--- config.mk ---
export PLATFORM = sky130hd
export DESIGN_NAME = minterm_sweep_ctrl
export DESIGN_NICKNAME = d
export VERILOG_FILES = /design/src/rtl/minterm_sweep_ctrl_pkg.sv /design/src/rtl/minterm_sweep_ctrl_settle_timer.sv /design/src/rtl/minterm_sweep_ctrl.sv
export SDC_FILE = /design/constraint.sdc
export NUM_CORES = 1
export LEC_CHECK = 0
export ABC_CLOCK_PERIOD_IN_PS = 3800
export CAP_MARGIN = 20
export CORE_MARGIN = 2
export CORE_UTILIZATION = 48
export CTS_BUF_LIST = sky130_fd_sc_hd__clkbuf_4 sky130_fd_sc_hd__clkbuf_8
export CTS_CLUSTER_SIZE = 24
export DETAILED_ROUTE_END_ITERATION = 6
export PLACE_DENSITY_LB_ADDON = 0.2
export SLEW_MARGIN = 15
export SYNTH_ARGS = -nofsm -noshare
export SYNTH_HDL_FRONTEND = slang
export SYNTH_HIERARCHICAL = 1
export SYNTH_SLANG_ARGS = --single-unit
--- constraint.sdc ---
create_clock -name clk -period 3.8 [get_ports clk]
set_input_delay 0.95 -clock clk [delete_from_list [all_inputs] [get_ports clk]]
set_output_delay 0.95 -clock clk [all_outputs]
set_load 0.05 [all_outputs]
--- src/rtl/minterm_sweep_ctrl_pkg.sv ---
// rtl/minterm_sweep_ctrl_pkg.sv - shared types and widths for the minterm sweep controller
package minterm_sweep_ctrl_pkg;

    localparam int VEC_W    = 7;
    localparam int CNT_W    = 8;
    localparam int SETTLE_W = 4;

    localparam logic [VEC_W-1:0] VEC_LAST = 7'd127;

    typedef enum logic [1:0] {
        ST_IDLE   = 2'd0,
        ST_SETTLE = 2'd1,
        ST_SAMPLE = 2'd2,
        ST_DONE   = 2'd3
    } state_t;

endpackage

--- src/rtl/minterm_sweep_ctrl_settle_timer.sv ---
// rtl/minterm_sweep_ctrl_settle_timer.sv - loadable settle down-counter with zero flag
module settle_timer
    import minterm_sweep_ctrl_pkg::*;
(
    input  logic                clk,
    input  logic                rst_n,
    input  logic                load,
    input  logic [SETTLE_W-1:0] load_val,
    output logic                zero
);

    localparam logic [SETTLE_W-1:0] ONE = 1;

    logic [SETTLE_W-1:0] cnt;

    // Free-runs down to zero; the FSM only looks at it while in SETTLE.
    always_ff @(posedge clk or negedge rst_n) begin
        if (!rst_n) begin
            cnt <= '0;
        end else if (load) begin
            cnt <= load_val;
        end else if (cnt != '0) begin
            cnt <= cnt - ONE;
        end
    end

    assign zero = (cnt == '0);

endmodule

--- src/rtl/minterm_sweep_ctrl.sv ---
// rtl/minterm_sweep_ctrl.sv - walks all 128 input vectors and tallies evaluator minterms
module minterm_sweep_ctrl
    import minterm_sweep_ctrl_pkg::*;
#(
    parameter int SETTLE = 0
) (
    input  logic             clk,
    input  logic             rst_n,
    input  logic             start,
    input  logic             abort,
    output logic [VEC_W-1:0] vec,
    input  logic             z_in,
    output logic             busy,
    output logic             done,
    output logic             aborted,
    output logic [CNT_W-1:0] count,
    output logic             found,
    output logic [VEC_W-1:0] first_min,
    output logic [VEC_W-1:0] last_min
);

    localparam bit HAS_SETTLE = (SETTLE > 0);
    // The timer is loaded with SETTLE-1 so that SETTLE is entered for exactly SETTLE cycles.
    localparam int SETTLE_LOAD_I = HAS_SETTLE ? SETTLE - 1 : 0;
    localparam logic [SETTLE_W-1:0] SETTLE_LOAD = SETTLE_W'(SETTLE_LOAD_I);
    localparam state_t ST_STEP = HAS_SETTLE ? ST_SETTLE : ST_SAMPLE;

    state_t state;
    logic   tmr_load;
    logic   tmr_zero;

    always_comb begin
        tmr_load = 1'b0;
        if (HAS_SETTLE && !abort) begin
            if (state == ST_IDLE && start) begin
                tmr_load = 1'b1;
            end
            if (state == ST_SAMPLE && vec != VEC_LAST) begin
                tmr_load = 1'b1;
            end
        end
    end

    settle_timer u_settle_timer (
        .clk      (clk),
        .rst_n    (rst_n),
        .load     (tmr_load),
        .load_val (SETTLE_LOAD),
        .zero     (tmr_zero)
    );

    always_ff @(posedge clk or negedge rst_n) begin
        if (!rst_n) begin
            state     <= ST_IDLE;
            vec       <= '0;
            busy      <= 1'b0;
            done      <= 1'b0;
            aborted   <= 1'b0;
            count     <= '0;
            found     <= 1'b0;
            first_min <= '0;
            last_min  <= '0;
        end else begin
            done    <= 1'b0;
            aborted <= 1'b0;
            case (state)
                ST_IDLE: begin
                    if (start && !abort) begin
                        vec       <= '0;
                        count     <= '0;
                        found     <= 1'b0;
                        first_min <= '0;
                        last_min  <= '0;
                        busy      <= 1'b1;
                        state     <= ST_STEP;
                    end
                end
                ST_SETTLE: begin
                    if (abort) begin
                        busy    <= 1'b0;
                        aborted <= 1'b1;
                        state   <= ST_IDLE;
                    end else if (tmr_zero) begin
                        state <= ST_SAMPLE;
                    end
                end
                ST_SAMPLE: begin
                    // Abort wins over the sample taken in this same cycle.
                    if (abort) begin
                        busy    <= 1'b0;
                        aborted <= 1'b1;
                        state   <= ST_IDLE;
                    end else begin
                        if (z_in) begin
                            count    <= count + CNT_W'(1);
                            last_min <= vec;
                            found    <= 1'b1;
                            if (!found) begin
                                first_min <= vec;
                            end
                        end
                        if (vec == VEC_LAST) begin
                            busy  <= 1'b0;
                            done  <= 1'b1;
                            state <= ST_DONE;
                        end else begin
                            vec   <= vec + VEC_W'(1);
                            state <= ST_STEP;
                        end
                    end
                end
                ST_DONE: begin
                    state <= ST_IDLE;
                end
                default: begin
                    state <= ST_IDLE;
                end
            endcase
        end
    end

endmodule
==> metrics.cfg, run 1 <==
[outcome]
outcome = completed

[yosys]
syn_avg_cell_area_um2 = 9.81
synth_seq_cells = 39
ys.flop_type = dfrtp_1
synth_edf_count = 0
synth-seq-area-share = 0.485
synth-async-reset-ratio = 1.00
syn_inst = 205
synth.distinct_cells = 46
ys_warn_count = 6
synth_area_mm2 = 0.00201

[flow_run]
max_cap_viol_count = 0

[floorplan]
start_util = 0.499
die_h_um = 68.7
core_mm2 = 0.00403
die_area_mm2 = 0.00473
fp.dieW_um = 68.7
rows = 23
num_io_pins = 38

[timing]
maxSlewViolCount = 0
finalHoldViolCount = 0
period_share = 0.696
worstMarginPinSlew_ns = 0.848
fin_skew_ns = 0.0122
setup_tns_ns = 0
rsz0062_at_grt = no
setup-violations-final = 0
slew_headroom = 0.434
fmax_mhz = 378
min_period_ns = 2.65

[placed_design]
numPortBuffers = 37
routabilityCongestion = 0.785
dp_hpwl_um = 2980

[clocking]
holdBufCountCts = 0
post_cts_buffers = 0
htreeDepth = 2
clk_pin_slew_ns = 0.07
ctsLongestPathBuffers = 2
cts_made_buffers = 5
cts_tree = done
insertion_delay_ns = 0.30
cts-root-buf = clkbuf_8
cts_resized = 0
numClockSinks = 39

[detailed_routing]
drcViolationCount = 0
wirelength_um = 4270
detail_route.iter0.violations = 125
vias = 1650
drtPass1Iterations = 4
wl_per_cell_um = 14.4
via_per_inst = 5.57
ant_nets = 0

[pwr]
p_leak_uw = 0.00110
ir_worst_vdd_v = 0.000418
power_density_mw_per_mm2 = 705
total_power_uw = 1780

[layout]
layout-drive-gt1-share = 0.110
mostFrequentLayoutCell = dfrtp_1
final_util = 0.627
area_growth_pct = 25.6
final_cell_mix = dfrtp_1, clkdlybuf4s50_1, nand2_1, o21ai_0, nor2_1
layout.nets = 257
diodes = 0

[min_path]
min_to = last_min[1]
worstHoldPathType = flop to flop
hp-start = last_min[1]
holdPathStages = 2

[critical_path]
cpMaxStageDelayCell = or3_1
critPathMaxFanout = 25
cp.buffers_inverters = 1
r2r-end = count[7]
critical_path.top_delay_family = simple AND/OR/NAND/NOR gates
startpoint_type = input pin
slowest_delay_ns = 0.69
crit_chain = clkdlybuf4s50_1 > and2b_4 > or3_1 > a221o_1
worstPathArrival_ns = 2.83
critPathRequiredTime_ns = 3.98
ff2ff_path_depth = 7
rrSetupSlack_ns = 1.41
end_kind = flop
r2r_start = state[0]
critical_path_class = input pin to flop

[global_routing]
grt_max_degree = 40
grt_pass1_wl_um = 7360
grt_antenna_before_repair = 0
grt_usage = 0.212
grt_overflow_total = 0
grt_pass1_vias = 1551

==> report_power, final <==
| group | leakage (uW) | internal, uW | switching, uW |
|---|---|---|---|
| registers | 0.000518 | 503 | 103 |
| clock network | 0.0000612 | 212 | 143 |
| logic | 0.000525 | 280 | 540 |
| total | 0.00110 | 996 | 786 |
==> final cells by class <==
class                      instances  area (um2)
clock inverter                     2        35.0
timing repair buffer              39         380
inverter                          10        37.5
clock buffer                       6        82.6
tap                               50        62.6
multi-input combinational        150         953
sequential                        39         976
fill                             371        1500
==> worst max-delay path by stage <==
| stage | start | endpoint | slack [ns] | depth (start not counted) |
|---|---|---|---|---|
| 6_report | start | count[7] | 1.15 | 4 |
| 5_1_grt | start | first_min[3] | 1.05 | 5 |
| 4_1_cts | vec[0] | vec[0] | 1.18 | 1 |
| 3_5_place_dp | start | count[7] | 0.86 | 4 |
| 3_3_place_gp | start | count[7] | 0.87 | 4 |
| 2_1_floorplan | abort | count[6] | 1.71 | 6 |
==> worst min-delay path, delay by kind of cell (launching register included) <==
kind               cells  cell delay [ns]
AOI/OAI and AO/OA      1             0.06
and+or+nand+nor        1             0.04
DFF                    1             0.34
==> layer usage <==
| layer | vias to the layer above | global-route usage | wire (um) |
|---|---|---|---|
| met4 | 0 | 0.0907 | 67 |
| met1 | 792 | 0.287 | 2030 |
| met3 | 5 | 0.0584 | 218 |
| met2 | 47 | 0.321 | 1950 |
| li1 | 806 | - | - |
| met5 | - | 0 | 0 |
==> synthesized netlist by cell type, types with 3 or more instances <==
master | n | area (um2)
a21boi_0 | 7 | 52.6
a21oi_1 | 5 | 25.0
a31o_2 | 7 | 61.3
and2_1 | 3 | 18.8
and3_1 | 3 | 18.8
clkbuf_1 | 4 | 15.0
dfrtp_1 | 39 | 976
ha_1 | 7 | 87.6
inv_1 | 10 | 37.5
mux2i_1 | 5 | 50.1
nand2_1 | 28 | 105
nand3_1 | 7 | 35.0
nor2_1 | 11 | 41.3
nor3_1 | 7 | 35.0
o21ai_0 | 18 | 90.1
o31ai_1 | 5 | 37.5
==> sequential cells by signal, summed over array words and instances, names as in the netlist <==
| name | count |
|---|---|
| count | 8 |
| first_min | 7 |
| last_min | 7 |
| vec | 7 |
| u_settle_timer/cnt | 4 |
| state | 2 |
| aborted | 1 |
| busy | 1 |
| done | 1 |
| found | 1 |
==> metrics by stage <==
step / std cells / hold slack [ns] / setup slack (ns) / cell area (um2)
3_5_place_dp: 288 / 0.474 / 0.861 / 2410
4_1_cts: 296 / 0.492 / 1.18 / 2530
6_report: 296 / 0.487 / 1.15 / 2530
3_3_place_gp: 288 / 0.474 / 0.869 / 2410
5_1_grt: 296 / 0.542 / 1.05 / 2530
2_1_floorplan: 209 / 0.531 / 1.71 / 2030
==> logic make-up (layout without fill, tap and decap cells) <==
kind of cell               count (synthesis)  in the layout  synth area share
adders and majority gates                  7              7            0.0435
xor gates and xnor gates                   1              1           0.00435
muxes                                      6              6            0.0305
and+or+nand+nor                           71             71             0.176
DFF                                       39             39             0.485
AOI/OAI and AO/OA                         60             60             0.210
other                                      1              5           0.00186
buffers and inverters                     20             57            0.0485
No activity file was read; power rests on OpenSTA's default activity.
==> inputs of run 2 (changes only) <==
--- a/config.mk
+++ b/config.mk
@@ -5,7 +5,7 @@
 export SDC_FILE = /design/constraint.sdc
 export NUM_CORES = 1
 export LEC_CHECK = 0
-export ABC_CLOCK_PERIOD_IN_PS = 3800
+export ABC_CLOCK_PERIOD_IN_PS = 2240
 export CAP_MARGIN = 20
 export CORE_MARGIN = 2
 export CORE_UTILIZATION = 48
==> constraint.sdc (replaced) <==
create_clock -name clk -period 2.24 [get_ports clk]
set_input_delay 0.56 -clock clk [delete_from_list [all_inputs] [get_ports clk]]
set_output_delay 0.56 -clock clk [all_outputs]
set_load 0.05 [all_outputs]
==> run 2 against run 1 <==
Net effect: sequential share of layout area down 1.3 points; non-clock buffer count increased by 14; power rose by 69%; count of clock-buffer cells in the layout grew 2; first-iteration DRC count fell by 4.0%; clock power is 50% higher; clock skew fell by 0.010 ns; combinational power grew 82%; core utilization increased by 2.2 points; cell area up 3.5%; sequential power rose by 64%; critical endpoint is now count[5].
==> metrics.cfg, run 2 (synthesis gave the netlist of run 1 again) <==
[detailed_routing]
drcViolationCount = 0
vias = 1708
detail_route.iter0.violations = 120
wl_per_cell_um = 13.9
via_per_inst = 5.51
wirelength_um = 4310
drtPass1Iterations = 4
ant_nets = 0

[timing]
rsz0062_at_grt = no
maxSlewViolCount = 0
min_period_ns = 2.17
period_share = 0.971
worstMarginPinSlew_ns = 0.506
finalHoldViolCount = 0
fmax_mhz = 460
fin_skew_ns = 0.00201
setup_tns_ns = 0
setup-violations-final = 0
slew_headroom = 0.662

[critical_path]
critical_path_class = flop to output pin
critPathMaxFanout = 8
worstPathArrival_ns = 1.61
r2r_start = state[0]
slowest_delay_ns = 0.85
critical_path.top_delay_family = buffers and inverters
ff2ff_path_depth = 8
cp.depth = 1
rrSetupSlack_ns = 0.32
r2r-end = count[5]
cp.buffers_inverters = 1
cpMaxStageDelayCell = clkdlybuf4s50_1
crit_chain = clkdlybuf4s50_1
end_kind = output pin
startpoint_type = flop
critPathRequiredTime_ns = 1.68

[outcome]
outcome = completed

[layout]
layout.nets = 271
final_area_mm2 = 0.00262
mostFrequentLayoutCell = dfrtp_1
final_cell_mix = dfrtp_1, clkdlybuf4s50_1, nand2_1, o21ai_0, buf_4
area_growth_pct = 30.0
largest_reg_flops = 8
n_fill_cell = 336
stdcell_count = 310
diodes = 0
top_register = count
multiInputGateArea_um2 = 953
layout-drive-gt1-share = 0.165
seq_area_um2 = 976

[clocking]
ctsLongestPathBuffers = 2
cts_made_buffers = 5
insertion_delay_ns = 0.29
numClockSinks = 39
clk_pin_slew_ns = 0.07
holdBufCountCts = 0
cts_tree = done
htreeDepth = 2
cts-root-buf = clkbuf_8

[floorplan]
start_util = 0.499
num_io_pins = 38
fp.dieW_um = 68.7
rows = 23
core_mm2 = 0.00403
die_area_mm2 = 0.00473
die_h_um = 68.7

[min_path]
worstHoldPathType = input pin to async pin

[pwr]
total_power_uw = 3020
power_density_mw_per_mm2 = 1150
ir_worst_vdd_v = 0.000568
p_leak_uw = 0.00119

[placed_design]
numPortBuffers = 37
dpl-instance-area_mm2 = 0.00251
routabilityCongestion = 0.822
post-place-cells = 302
dp_hpwl_um = 3050

[global_routing]
grt_usage = 0.211
grt_pass1_vias = 1629
grt_max_degree = 40
grt_pass1_wl_um = 7380
grt_antenna_before_repair = 0
grt_overflow_total = 0

[flow_run]
max_cap_viol_count = 0

## run 2: cell types whose count changed in the layout (fill, tap and decap cells not counted)
cell	change
buf_4	+16
clkdlybuf4s50_1	-3
bufinv_16	-1
clkinv_2	-1
clkbuf_8	+1
dlymetal6s2s_1	+1
clkbuf_4	+1
## run 2: how the worst max path moves through the flow
stage	start	slack, ns	endpoint
final	count[5]	0.07	count[5]
after global routing	count[5]	0.004	count[5]
after CTS	count[5]	0.05	count[5]
after detailed placement	start	0.01	count[5]
after global placement	start	0.02	count[5]
after floorplan	state[0]	0.41	count[6]
## run 2: repair_timing
action,CTS,global route
endpoints found under the setup margin,0,1
setup buffers,0,0
gates resized for setup,0,1
## run 2: power breakdown
group / leakage (uW) / switching, uW / internal [uW]
combinational: 0.000614 / 957 / 537
clock: 0.0000549 / 239 / 293
sequential: 0.000518 / 138 / 853
total: 0.00119 / 1330 / 1680
## run 2: area by class of cell
cell class	count	share of cell area
clock buffers	8	0.0397
inverters	10	0.0143
multi-input cells	150	0.364
flip-flops and latches	39	0.373
well taps	50	0.0239
repair buffers	53	0.185
## run 2: metal layers
layer	up-vias	wire length (um)	track usage
met1	825	1960	0.269
met5	-	0	0
met3	5	217	0.0422
met2	48	2070	0.350
li1	830	-	-
met4	0	60	0.0907
## run 2: per-stage QoR
step	worst slack, ns	utilization	hold slack [ns]
floorplan	0.414	-	0.264
global placement	0.0232	0.623	0.469
detailed placement	0.0123	0.623	0.474
CTS	0.0539	0.649	0.328
global route	0.00406	0.649	0.362
finish	0.0656	0.649	0.316
